File: src/rtl/mem_arbiter.sv
// Arbitrates the shared data-memory port between instruction fetch and load/store.
// MMU has priority; a streak counter forces an IFU win after MAX_MMU_STREAK back-to-back MMU grants.
module mem_arbiter #(
  parameter int MAX_MMU_STREAK = 4
) (
  input  logic        clk,
  input  logic        rst,
  input  logic        flush,
  input  logic        ifu_req,
  input  logic [63:0] ifu_addr,
  output logic        ifu_ready,
  output logic        ifu_rvalid,
  output logic [31:0] ifu_rdata,
  input  logic        mmu_req,
  input  logic        mmu_wen,
  input  logic [63:0] mmu_addr,
  input  logic [63:0] mmu_wdata,
  input  logic [3:0]  mmu_wlen,
  output logic        mmu_ready,
  output logic        mmu_rvalid,
  output logic [63:0] mmu_rdata,
  output logic        mem_req,
  output logic        mem_wen,
  output logic [63:0] mem_addr,
  output logic [63:0] mem_wdata,
  output logic [3:0]  mem_wlen,
  input  logic        mem_gnt,
  input  logic        mem_rvalid,
  input  logic [63:0] mem_rdata,
  output logic        busy
);

  localparam int SW = $clog2(MAX_MMU_STREAK + 1);

  typedef enum logic [1:0] {
    S_IDLE  = 2'd0,
    S_ISSUE = 2'd1,
    S_WAIT  = 2'd2
  } state_t;

  state_t        r_state;
  logic          r_owner_mmu;
  logic [63:0]   r_addr;
  logic          r_wen;
  logic [63:0]   r_wdata;
  logic [3:0]    r_wlen;
  logic          r_discard;
  logic [SW-1:0] r_streak;
  logic          r_ifu_rvalid;
  logic [31:0]   r_ifu_rdata;
  logic          r_mmu_rvalid;
  logic [63:0]   r_mmu_rdata;

  logic w_ifu_cand;
  logic w_mmu_win;
  logic w_ifu_flush;
  logic w_issue;

  // A fetch presented together with flush is already wrong-path, so it never competes.
  assign w_ifu_cand  = ifu_req & ~flush;
  assign w_mmu_win   = mmu_req & ((r_streak < SW'(MAX_MMU_STREAK)) | ~w_ifu_cand);
  assign w_ifu_flush = flush & ~r_owner_mmu;
  assign w_issue     = (r_state == S_ISSUE);

  assign mem_req   = w_issue & (mem_gnt | ~w_ifu_flush);
  assign mem_wen   = mem_req & r_wen;
  assign mem_addr  = mem_req ? r_addr  : 64'd0;
  assign mem_wdata = mem_req ? r_wdata : 64'd0;
  assign mem_wlen  = mem_req ? r_wlen  : 4'd0;

  assign ifu_ready  = w_issue & mem_gnt & ~r_owner_mmu;
  assign mmu_ready  = w_issue & mem_gnt & r_owner_mmu;
  assign ifu_rvalid = r_ifu_rvalid;
  assign ifu_rdata  = r_ifu_rdata;
  assign mmu_rvalid = r_mmu_rvalid;
  assign mmu_rdata  = r_mmu_rdata;
  assign busy       = (r_state != S_IDLE);

  always_ff @(posedge clk or posedge rst) begin
    if (rst) begin
      r_state      <= S_IDLE;
      r_owner_mmu  <= 1'b0;
      r_addr       <= 64'd0;
      r_wen        <= 1'b0;
      r_wdata      <= 64'd0;
      r_wlen       <= 4'd0;
      r_discard    <= 1'b0;
      r_streak     <= '0;
      r_ifu_rvalid <= 1'b0;
      r_ifu_rdata  <= 32'd0;
      r_mmu_rvalid <= 1'b0;
      r_mmu_rdata  <= 64'd0;
    end else begin
      r_ifu_rvalid <= 1'b0;
      r_mmu_rvalid <= 1'b0;
      case (r_state)
        S_IDLE: begin
          if (mmu_req | w_ifu_cand) begin
            r_state     <= S_ISSUE;
            r_discard   <= 1'b0;
            r_owner_mmu <= w_mmu_win;
            if (w_mmu_win) begin
              r_addr  <= mmu_addr;
              r_wen   <= mmu_wen;
              r_wdata <= mmu_wdata;
              r_wlen  <= mmu_wlen;
              if (!w_ifu_cand) begin
                r_streak <= '0;
              end else if (r_streak != SW'(MAX_MMU_STREAK)) begin
                r_streak <= r_streak + SW'(1);
              end else begin
                r_streak <= r_streak;
              end
            end else begin
              r_addr   <= ifu_addr;
              r_wen    <= 1'b0;
              r_wdata  <= 64'd0;
              r_wlen   <= 4'd0;
              r_streak <= '0;
            end
          end
        end
        S_ISSUE: begin
          // Grant beats a coincident flush; the fetch then completes but its data is dropped.
          if (mem_gnt) begin
            r_state <= S_WAIT;
            if (w_ifu_flush) begin
              r_discard <= 1'b1;
            end
          end else if (w_ifu_flush) begin
            r_state <= S_IDLE;
          end
        end
        S_WAIT: begin
          if (w_ifu_flush) begin
            r_discard <= 1'b1;
          end
          if (mem_rvalid) begin
            r_state <= S_IDLE;
            if (r_owner_mmu) begin
              r_mmu_rvalid <= 1'b1;
              r_mmu_rdata  <= r_wen ? 64'd0 : mem_rdata;
            end else if (!r_discard && !flush) begin
              r_ifu_rvalid <= 1'b1;
              r_ifu_rdata  <= r_addr[2] ? mem_rdata[63:32] : mem_rdata[31:0];
            end
          end
        end
        default: begin
          r_state <= S_IDLE;
        end
      endcase
    end
  end

endmodule
File: config.mk
export PLATFORM = sky130hd
export DESIGN_NAME = mem_arbiter
export DESIGN_NICKNAME = d
export VERILOG_FILES = /design/src/rtl/mem_arbiter.sv
export SDC_FILE = /design/constraint.sdc
export NUM_CORES = 1
export LEC_CHECK = 0
export CAP_MARGIN = 20
export CORE_AREA = 2 2 194 196
export CTS_CLUSTER_SIZE = 10
export DETAILED_ROUTE_END_ITERATION = 12
export DIE_AREA = 0 0 196 198
export PLACE_DENSITY = 0.66
export SYNTH_ARGS = -nofsm -noshare
export SYNTH_HDL_FRONTEND = slang
export SYNTH_SLANG_ARGS = --single-unit
File: constraint.sdc
create_clock -name clk -period 16.1 [get_ports clk]
set_input_delay 3.22 -clock clk [delete_from_list [all_inputs] [get_ports clk]]
set_output_delay 3.22 -clock clk [all_outputs]
set_load 0.01 [all_outputs]
==> results of run 1 <==
[metal layers]
metal | global-route usage, % | vias up | routed length (um)
met1 | 22.3 | 4670 | 15300
met3 | 4.53 | 57 | 2740
met5 | 0 | - | 0
met2 | 33.1 | 382 | 18500
met4 | 4.91 | 0 | 865
li1 | - | 4640 | -
[worst paths after layout]
| check | to | slack (ps) | cells past startpoint |
|---|---|---|---|
| max | mem_wdata[62] | 7410 | 6 |
| min | mmu_rdata[29] | 470 | 2 |
| max reg2reg | r_addr[45] | 13410 | 7 |
| min reg2reg | mmu_rdata[29] | 470 | 2 |
| max in group asynchronous | r_wdata[60] | 11410 | 3 |
| min in group asynchronous | r_wdata[46] | 3260 | 2 |
[stage by stage]
| stage | hold WS, ps | instances |
|---|---|---|
| after floorplan | 445 | 1121 |
| after global placement | 461 | 2020 |
| after detailed placement | 470 | 2021 |
| after CTS | 479 | 2063 |
| after global routing | 504 | 2064 |
| final | 475 | 2064 |
[sequential cells by signal (all words and copies together) (netlist names)]
name         flops
r_state          2
r_owner_mmu      1
mmu_rdata       64
r_wdata         64
r_addr          64
mmu_rvalid       1
r_streak         3
ifu_rdata       32
r_discard        1
ifu_rvalid       1
r_wlen           4
r_wen            1
[cells in the mapped netlist, drive strengths merged, types with 2 or more instances]
| cell type | count |
|---|---|
| dfrtp | 238 |
| nand2 | 165 |
| and2 | 134 |
| a21oi | 128 |
| o21ai | 100 |
| a22o | 69 |
| nand2b | 65 |
| nor2 | 65 |
| clkbuf | 58 |
| mux2i | 33 |
| buf | 31 |
| inv | 9 |
| ha | 7 |
| nand3 | 3 |
| o21a | 3 |
| and3 | 2 |
| nor2b | 2 |
| nor3 | 2 |
[area by class of cell]
class,instances,area (um2)
fillers,3530,19900
flip-flops and latches,238,5960
repair buffers,516,5170
multi-input cells,785,4450
clock buffers,38,769
well taps,474,593
inverters,9,41.3
clock inverters,4,27.5
[power groups by stage]
stage | sequential, mW | combinational [mW] | clock, mW
2_1_floorplan | 0.991 | 0.689 | 0
3_3_place_gp | 0.995 | 1.38 | 0
3_5_place_dp | 0.995 | 1.41 | 0
4_1_cts | 0.995 | 1.41 | 0.596
5_1_grt | 1.02 | 1.52 | 0.620
6_report | 0.995 | 1.40 | 0.577
[logic make-up after synthesis]
group	count (synthesis)	share of synthesized area [%]
AOI/OAI and AO/OA	302	16.6
adders and majority gates	7	0.812
buffers and inverters	98	3.86
DFF	238	55.2
muxes	34	3.17
and+or+nand+nor	442	20.3
[worst max-delay path: stages]
cell and delay, ps:
clkdlybuf4s50_1 480, nand2b_1 180, o21a_4 370, buf_16 290, and2_1 240, clkdlybuf4s50_1 560
==> impl_results.md, run 1 <==
- Worst relative slew slack: 36.0%
- RSZ-0062 raised after global routing: false
- Number of buffers inserted to repair setup after CTS: 0
- Nets in the synthesized netlist: 1,396
- Synth area leader: dfrtp_1
- Worst IR drop on VDD: 86.4 uV
- Overflow after GRT: 0
- Final number of max-transition violations: 0
- Distinct cell type count after synthesis: 31
- Number of enable flip-flop cells after synthesis: 0
- Final estimated routing congestion in global placement: 0.804
- Overall routed net length: 37.4 mm
- Setup slack at placement: 7410 ps
- Chip width: 196 um
- Bufs on Longest Clock Path: 3
- Final setup violating endpoints: 0
- Design Area, Final: 17,000 um2
- Classification of the worst-slack hold path: reg -> reg
- Std cell rows: 71
- Clock transition at path regs: 50 ps
- Hold bufs inserted after CTS: 0
- Global router's overall resource usage: 18.5%
- Part of the Yosys area used for sequential elements: 55.2%
- Category of the critical setup timing path: in -> out
- Pre-antenna DRT Iters: 4
- Estimated wirelength of the detail-placed design: 26.2 mm
- Area Growth Syn to Fin: 57.7%
- Vertical die dimension: 198 um
- Share of Yosys cell area claimed by the top area cell type: 55.2%
- Post-route DRC: 0
- Arrival time of data at the critical path endpoint: 5470 ps
- Total number of vias: 9,749
- Power Total: 2.97 mW
- CTS tree: done
- Worst Clk Skew: 15.6 ps
- Setup TNS: 0 ps
- Sink count of the clock tree: 238
- Antenna diodes: 0
- Ys async rst share: 100%
- Outcome: complete, no violations
- Dominant cells by area after synthesis: dfrtp_1, and2_1, a21oi_1
- Number of nets with antenna violations after routing: 0
- Commonest cells after routing, fill and taps aside: clkdlybuf4s50_1, dfrtp_1, nand2_1, and2_1, a21oi_1
- Number of storage elements in the synthesis netlist: 238
- IO buf count: 502
- Worst setup slack after layout: 7410 ps
- Crit path from: flush
- Origin of the critical flop-to-flop path: r_state[0]
- Maximum clock frequency: 0.115 GHz
- Placed inst area: 16,200 um2
- Wire length of the first global-routing pass: 57.1 mm
- Final standard cell utilization of the core: 46.0%
- Overall die area: 38,800 um2
- Worst Max-Slew Pin Slew: 960 ps
- Total core area: 37,000 um2
- Hold path start: mmu_rdata[29]
- Vias per inst: 4.72
- Number of H-tree levels: 1
- Number of buffers added by the clock tree synthesis step: 29
- Number of antenna violations at the first check in global routing: 1
- Number of top-level pins: 503
- Synth warnings: 0
- Internal power: 1.92 mW
- Required time reported for the critical path endpoint: 12,880 ps
- Top flip-flop cell by instance count after synthesis: dfrtp_1
- Largest fanout of any net on the critical path: 105
- Max-cap violations: 0
- Resize count post-CTS: 0
- Initial Utilization: 29.2%
- Leakage dissipation: 7.31 nW
- Share of cells above drive strength 1: 3.77%
- Critical path capture point type: output port
- CP startpoint kind: input port
- Switching power total: 1.05 mW
- Proportion of power drawn by the clock network: 19.4%
- Cells after synthesis: 1,121
- Final net count: 1,854
- Synth Area per Inst: 9.62 um2
- Pwr dens: 174 nW/um2
- Fin crit share: 53.9%
- Iteration-0 DRC Markers: 348
- Average wire per cell in the routed design: 18.1 um
- Most common cell after layout, fill and taps aside: clkdlybuf4s50_1
- Maximum number of pins on one net before global-route repair: 130
- Count of final hold-check violations: 0
- Synthesized area: 10,800 um2
- Number of global-route vias before repair: 10,079
- Combinational fraction of design power: 47.1%
- Post-layout minimum cycle time: 8690 ps
- Clk_lat worst skew: 550 ps
- Clock tree root driver cell: clkbuf_16
- Sw frac: 35.2%
- Reg power frac: 33.5%
Power figures use the tool's default switching activity.
==> inputs of run 2 (changes only) <==
--- a/config.mk
+++ b/config.mk
@@ -6,11 +6,11 @@
 export NUM_CORES = 1
 export LEC_CHECK = 0
 export CAP_MARGIN = 20
-export CORE_AREA = 2 2 194 196
+export CORE_AREA = 2 2 195 197
 export CTS_CLUSTER_SIZE = 10
 export DETAILED_ROUTE_END_ITERATION = 12
-export DIE_AREA = 0 0 196 198
-export PLACE_DENSITY = 0.66
+export DIE_AREA = 0 0 197 199
+export PLACE_DENSITY = 0.65
 export SYNTH_ARGS = -nofsm -noshare
 export SYNTH_HDL_FRONTEND = slang
 export SYNTH_SLANG_ARGS = --single-unit
==> constraint.sdc (replaced) <==
create_clock -name clk -period 9 [get_ports clk]
set_input_delay 1.8 -clock clk [delete_from_list [all_inputs] [get_ports clk]]
set_output_delay 1.8 -clock clk [all_outputs]
set_load 0.01 [all_outputs]
==> run 2 against run 1 <==
Clock skew is 5.3 ps lower. Critical endpoint is now mem_addr[27]. Utilization decreased by 0.17 points. Highest routed layer is now met5. Flip-flop and latch count is the same. Clock power grew 84%. Sequential power is 79% higher.
==> impl_results.md, run 2 (synthesis results as in run 1) <==
- Clk_lat worst skew: 560 ps (was 550 ps)
- Critical path's slowest cell: clkdlybuf4s50_1 (unchanged)
- Sw frac: 35.1% (was 35.2%)
- Area Growth Syn to Fin: 57.9% (was 57.7%)
- Arrival time of data at the critical path endpoint: 4010 ps (was 5470 ps)
- Max-cap violations: 0 (unchanged)
- Fin crit share: 64.5%
- Share of cells above drive strength 1: 3.83% (was 3.77%)
- Reg power frac: 33.4% (was 33.5%)
- Largest fanout of any net on the critical path: 98 (was 105)
- Estimated wirelength of the detail-placed design: 26.5 mm (was 26.2 mm)
- Std cell rows: 71 (unchanged)
- Top Family by Delay on Critical Path: buffers and inverters (unchanged)
- Switching power total: 1.88 mW (was 1.05 mW)
- Category of the critical setup timing path: in -> out (unchanged)
- Wire length of the first global-routing pass: 57.6 mm (was 57.1 mm)
- Worst relative slew slack: 36.3% (was 36.0%)
- Outcome: complete, no violations (unchanged)
- Post-route DRC: 0 (unchanged)
- Post-layout minimum cycle time: 5810 ps
- Vertical die dimension: 199 um (was 198 um)
- Number of H-tree levels: 1 (unchanged)
- Crit path cell chain: clkdlybuf4s50_1, nand2b_1, o21a_4, buf_16, and2_1, clkdlybuf4s50_1 (unchanged)
- Worst reg2reg path endpoint: mmu_rdata[62] (was r_addr[45])
- Hold bufs inserted after CTS: 0 (unchanged)
- Combinational fraction of design power: 46.8% (was 47.1%)
- Buffers plus inverters on the worst setup path: 3 (unchanged)
- CP endpoint: mem_addr[27] (was mem_wdata[62])
- Final standard cell utilization of the core: 45.9% (was 46.0%)
- IO buf count: 502 (unchanged)
- Total core area: 37,100 um2 (was 37,000 um2)
- Number of top-level pins: 503 (unchanged)
- Vias per inst: 4.72 (about the same)
- Proportion of power drawn by the clock network: 19.8% (was 19.4%)
- Clock transition at path regs: 50 ps (about the same)
- Pwr dens: 314 nW/um2 (was 174 nW/um2)
- Average wire per cell in the routed design: 18.3 um (was 18.1 um)
- Number of buffers added by the clock tree synthesis step: 29 (unchanged)
- Iteration-0 DRC Markers: 451 (was 348)
- Worst IR drop on VDD: 170 uV (was 86.4 uV)
- Power Total: 5.34 mW (was 2.97 mW)
- Final number of max-transition violations: 0 (unchanged)
- Resize count post-CTS: 0 (unchanged)
- RSZ-0062 raised after global routing: false (unchanged)
- Worst setup slack after layout: 3190 ps (was 7410 ps)
- Origin of the critical flop-to-flop path: r_state[0] (unchanged)
- Clock tree root driver cell: clkbuf_16 (unchanged)
- Number of antenna violations at the first check in global routing: 3 (was 1)
- Maximum clock frequency: 0.172 GHz
- Worst Clk Skew: 10.3 ps (was 15.6 ps)
- Final estimated routing congestion in global placement: 0.830 (was 0.804)
- Chip width: 197 um (was 196 um)
- Register-to-Register Path Depth: 5 (was 7)
- Leakage dissipation: 7.32 nW (was 7.31 nW)
- CP startpoint kind: input port (unchanged)
- Number of buffers inserted to repair setup after CTS: 0 (unchanged)
- Worst Max-Slew Pin Slew: 955 ps (was 960 ps)
- CTS tree: done (unchanged)
- Worst path most repeated cell: clkdlybuf4s50_1 (unchanged)
- Setup slack at placement: 3180 ps (was 7410 ps)
- Antenna diodes: 0 (unchanged)
- Number of nets with antenna violations after routing: 0 (unchanged)
- Internal power: 3.47 mW (was 1.92 mW)
- Number of cells on the critical path: 6 (unchanged)
- Pre-antenna DRT Iters: 7 (was 4)
- Bufs on Longest Clock Path: 3 (unchanged)
- Count of final hold-check violations: 0 (unchanged)
- Final net count: 1,853 (was 1,854)
- Worst reg-to-reg setup slack: 6780 ps (was 13,410 ps)
- Overflow after GRT: 0 (unchanged)
- Setup TNS: 0 ps (unchanged)
- Overall routed net length: 37.7 mm (was 37.4 mm)
- Required time reported for the critical path endpoint: 7200 ps (was 12,880 ps)
- Overall die area: 39,200 um2 (was 38,800 um2)
- Number of global-route vias before repair: 10,025 (was 10,079)
- Classification of the worst-slack hold path: reg -> reg (unchanged)
- Crit-path max cell delay: 540 ps (was 560 ps)
- Critical path capture point type: output port (unchanged)
- Most common cell after layout, fill and taps aside: clkdlybuf4s50_1 (unchanged)
- Final setup violating endpoints: 0 (unchanged)
- Initial Utilization: 29.0% (was 29.2%)
- Maximum number of pins on one net before global-route repair: 99 (was 130)
- Sink count of the clock tree: 238 (unchanged)
- Global router's overall resource usage: 18.6% (was 18.5%)
- Total number of vias: 9,761 (was 9,749)
- Crit path from: flush (unchanged)
- Commonest cells after routing, fill and taps aside: clkdlybuf4s50_1, dfrtp_1, nand2_1, and2_1, a21oi_1 (unchanged)
==> run 2: power groups by stage <==
| stage | registers, mW | logic, mW | clock network [mW] |
|---|---|---|---|
| 3_3_place_gp | 1.79 | 2.46 | 0 |
| 2_1_floorplan | 1.77 | 1.23 | 0 |
| 5_1_grt | 1.83 | 2.73 | 1.14 |
| 4_1_cts | 1.78 | 2.53 | 1.09 |
| 6_report | 1.78 | 2.50 | 1.06 |
| 3_5_place_dp | 1.78 | 2.52 | 0 |
==> run 2: stage by stage <==
step / cell area, um2 / cells / hold slack (ps)
4_1_cts: 17000 / 2066 / 482
2_1_floorplan: 10800 / 1121 / 445
3_5_place_dp: 16200 / 2021 / 469
5_1_grt: 17000 / 2066 / 501
6_report: 17000 / 2066 / 477
3_3_place_gp: 16200 / 2020 / 461
==> run 2: area by class of cell <==
cell class | count | area [um2]
Tap cell | 474 | 593
Inverter | 9 | 41.3
Timing Repair Buffer | 515 | 5140
Fill cell | 3576 | 20100
Multi-Input combinational cell | 785 | 4450
Clock inverter | 3 | 30.0
Clock buffer | 42 | 815
Sequential cell | 238 | 5960
==> run 2: routing by layer <==
layer / global-route usage [%] / part of all wire (%)
met5: 0 / 0.093
met4: 5.90 / 2.8
met2: 32.1 / 49
met1: 22.5 / 41
met3: 5.22 / 7.8
==> run 2: tightest hold or removal path: cells and delay by family (launching register included) <==
kind	cells	cell delay, ps
compound gates	1	60
flops	1	340
simple gates	1	40
==> run 2: worst min path at each step <==
stage / start / end / slack (ps) / cells past startpoint
floorplan: r_streak[2] / r_streak[2] / 440 / 1
global placement: mmu_rdata[52] / mmu_rdata[52] / 460 / 2
detailed placement: mmu_rdata[49] / mmu_rdata[49] / 470 / 2
CTS: mmu_rdata[49] / mmu_rdata[49] / 480 / 2
global route: mmu_rdata[61] / mmu_rdata[61] / 500 / 2
finish: mmu_rdata[26] / mmu_rdata[26] / 480 / 2
==> inputs of run 3 (changes only) <==
==> constraint.sdc (replaced) <==
create_clock -name clk -period 6.1 [get_ports clk]
set_input_delay 1.22 -clock clk [delete_from_list [all_inputs] [get_ports clk]]
set_output_delay 1.22 -clock clk [all_outputs]
set_load 0.01 [all_outputs]
==> run 3 against run 2 <==
Non-clock buffer count is the same. Die area is the same. Via count is essentially flat. Hold slack gained 1.5 ps. First-iteration DRC count shrank 29%. Total power grew 48%. Global-route usage shrank 0.12 points. Count of clock-buffer cells in the layout shrank 3. Register-to-register slack lost 3000 ps. Setup slack lost 1900 ps. Wire length grew 0.49%.
==> impl_results.md, run 3 (synthesis results as in run 1) <==
- Outcome: complete, no violations (unchanged)
- Worst Max-Slew Pin Slew: 852 ps (was 955 ps)
- Clk_lat worst skew: 550 ps (was 560 ps)
- Proportion of power drawn by the clock network: 20.3% (was 19.8%)
- Final standard cell utilization of the core: 46.0% (was 45.9%)
- Total core area: 37,100 um2 (unchanged)
- Antenna diodes: 0 (unchanged)
- Final net count: 1,853 (unchanged)
- Count of final hold-check violations: 0 (unchanged)
- Fin crit share: 78.5%
- Crit path cell chain: clkdlybuf4s50_1, nand2b_1, o21a_2, buf_12, and2_1, clkdlybuf4s50_1 (was clkdlybuf4s50_1, nand2b_1, o21a_4, buf_16, and2_1, clkdlybuf4s50_1)
- Commonest cells after routing, fill and taps aside: clkdlybuf4s50_1, dfrtp_1, nand2_1, and2_1, a21oi_1 (unchanged)
- Power Total: 7.91 mW (was 5.34 mW)
- Maximum clock frequency: 0.209 GHz
- Overall routed net length: 37.9 mm (was 37.7 mm)
- Worst relative slew slack: 43.2% (was 36.3%)
- Max-cap violations: 0 (unchanged)
- Number of buffers added by the clock tree synthesis step: 29 (unchanged)
- Overflow after GRT: 0 (unchanged)
- Worst IR drop on VDD: 220 uV (was 170 uV)
- Critical path capture point type: output port (unchanged)
- Clock transition at path regs: 50 ps (about the same)
- Number of top-level pins: 503 (unchanged)
- Sink count of the clock tree: 238 (unchanged)
- Number of H-tree levels: 1 (unchanged)
- Critical path's slowest cell: clkdlybuf4s50_1 (unchanged)
- Total number of vias: 9,753 (was 9,761)
- Global router's overall resource usage: 18.5% (was 18.6%)
- Area Growth Syn to Fin: 58.3% (was 57.9%)
- Chip width: 197 um (unchanged)
- Number of antenna violations at the first check in global routing: 0 (was 3)
- Clock tree root driver cell: clkbuf_16 (unchanged)
- Post-layout minimum cycle time: 4790 ps
- Setup TNS: 0 ps (unchanged)
- Worst setup slack after layout: 1310 ps (was 3190 ps)
- Combinational fraction of design power: 46.2% (was 46.8%)
- Buffers plus inverters on the worst setup path: 3 (unchanged)
- Share of cells above drive strength 1: 3.84% (was 3.83%)
- Most common cell after layout, fill and taps aside: clkdlybuf4s50_1 (unchanged)
- Std cell rows: 71 (unchanged)
- Crit-path max cell delay: 570 ps (was 540 ps)
- Final number of max-transition violations: 0 (unchanged)
- Post-route DRC: 0 (unchanged)
- Worst path most repeated cell: clkdlybuf4s50_1 (unchanged)
- Switching power total: 2.76 mW (was 1.88 mW)
- Maximum number of pins on one net before global-route repair: 146 (was 99)
- Bufs on Longest Clock Path: 3 (unchanged)
- Average wire per cell in the routed design: 18.4 um (was 18.3 um)
- Vias per inst: 4.73 (was 4.72)
- Initial Utilization: 29.0% (unchanged)
- Reg power frac: 33.4% (about the same)
- Resize count post-CTS: 0 (unchanged)
- Pre-antenna DRT Iters: 5 (was 7)
- Arrival time of data at the critical path endpoint: 3570 ps (was 4010 ps)
- Number of global-route vias before repair: 9,913 (was 10,025)
- Iteration-0 DRC Markers: 318 (was 451)
- Number of buffers inserted to repair setup after CTS: 0 (unchanged)
- Largest fanout of any net on the critical path: 105 (was 98)
- Number of nets with antenna violations after routing: 0 (unchanged)
- Final setup violating endpoints: 0 (unchanged)
- Overall die area: 39,200 um2 (unchanged)
- CTS tree: done (unchanged)
- Category of the critical setup timing path: in -> out (unchanged)
- Required time reported for the critical path endpoint: 4880 ps (was 7200 ps)
- Pwr dens: 463 nW/um2 (was 314 nW/um2)
- CP startpoint kind: input port (unchanged)
- Internal power: 5.15 mW (was 3.47 mW)
- Classification of the worst-slack hold path: reg -> reg (unchanged)
- Worst Clk Skew: 7.80 ps (was 10.3 ps)
- Final estimated routing congestion in global placement: 0.826 (was 0.830)
- RSZ-0062 raised after global routing: false (unchanged)
- Vertical die dimension: 199 um (unchanged)
- Wire length of the first global-routing pass: 57.2 mm (was 57.6 mm)
- Estimated wirelength of the detail-placed design: 26.6 mm (was 26.5 mm)
- IO buf count: 502 (unchanged)
- Hold bufs inserted after CTS: 0 (unchanged)
- Leakage dissipation: 7.32 nW (about the same)
- Top Family by Delay on Critical Path: buffers and inverters (unchanged)
- Setup slack at placement: 1280 ps (was 3180 ps)
- Sw frac: 34.9% (was 35.1%)
==> run 3: cell count changes in the layout (fill, tap and decap cells not counted), sizes merged <==
cell      change
clkbuf        -3
clkinv        -2
clkinvlp      +2
bufinv        +1
inv           -1
==> run 3: power groups by stage <==
stage / Combinational (mW) / Sequential [mW] / Clock (mW)
final: 3.66 / 2.65 / 1.61
after floorplan: 1.82 / 2.62 / 0
after global placement: 3.64 / 2.66 / 0
after global routing: 3.99 / 2.71 / 1.72
after CTS: 3.71 / 2.64 / 1.66
after detailed placement: 3.70 / 2.65 / 0
==> run 3: tightest hold or removal path, delay by kind of cell, from the launching register on <==
kind / cells / cell delay, ps
flops: 1 / 330
compound gates: 1 / 60
simple gates: 1 / 50
==> run 3: through the flow <==
| stage | hold slack, ps | instance area [um2] | cells |
|---|---|---|---|
| 6_report | 478 | 17100 | 2063 |
| 5_1_grt | 494 | 17100 | 2063 |
| 4_1_cts | 482 | 17100 | 2062 |
| 3_5_place_dp | 469 | 16200 | 2020 |
| 3_3_place_gp | 461 | 16200 | 2020 |
| 2_1_floorplan | 445 | 10800 | 1121 |
==> run 3: layout make-up <==
cell class	count	area, um2
multi-input combinational	785	4450
timing repair buffer	515	5170
fill	3523	20100
clock buffer	39	803
tap	474	593
inverter	9	37.5
clock inverter	3	57.6
sequential	238	5960
==> run 3: metal layers <==
metal	wire length [um]	track usage [%]
met1	15500	23.3
met2	18900	32.0
met3	2890	4.78
met4	630	3.87
met5	0	0
==> run 3: final timing paths <==
kind | from | to | slack, ps | cells past startpoint
max | flush | mem_wdata[1] | 1310 | 6
min | mmu_rdata[6] | mmu_rdata[6] | 480 | 2
max reg2reg | r_state[1] | r_wdata[11] | 3740 | 5
min reg2reg | mmu_rdata[6] | mmu_rdata[6] | 480 | 2
max in group asynchronous | rst | r_addr[2] | 3820 | 3
min in group asynchronous | rst | r_wdata[54] | 1060 | 2
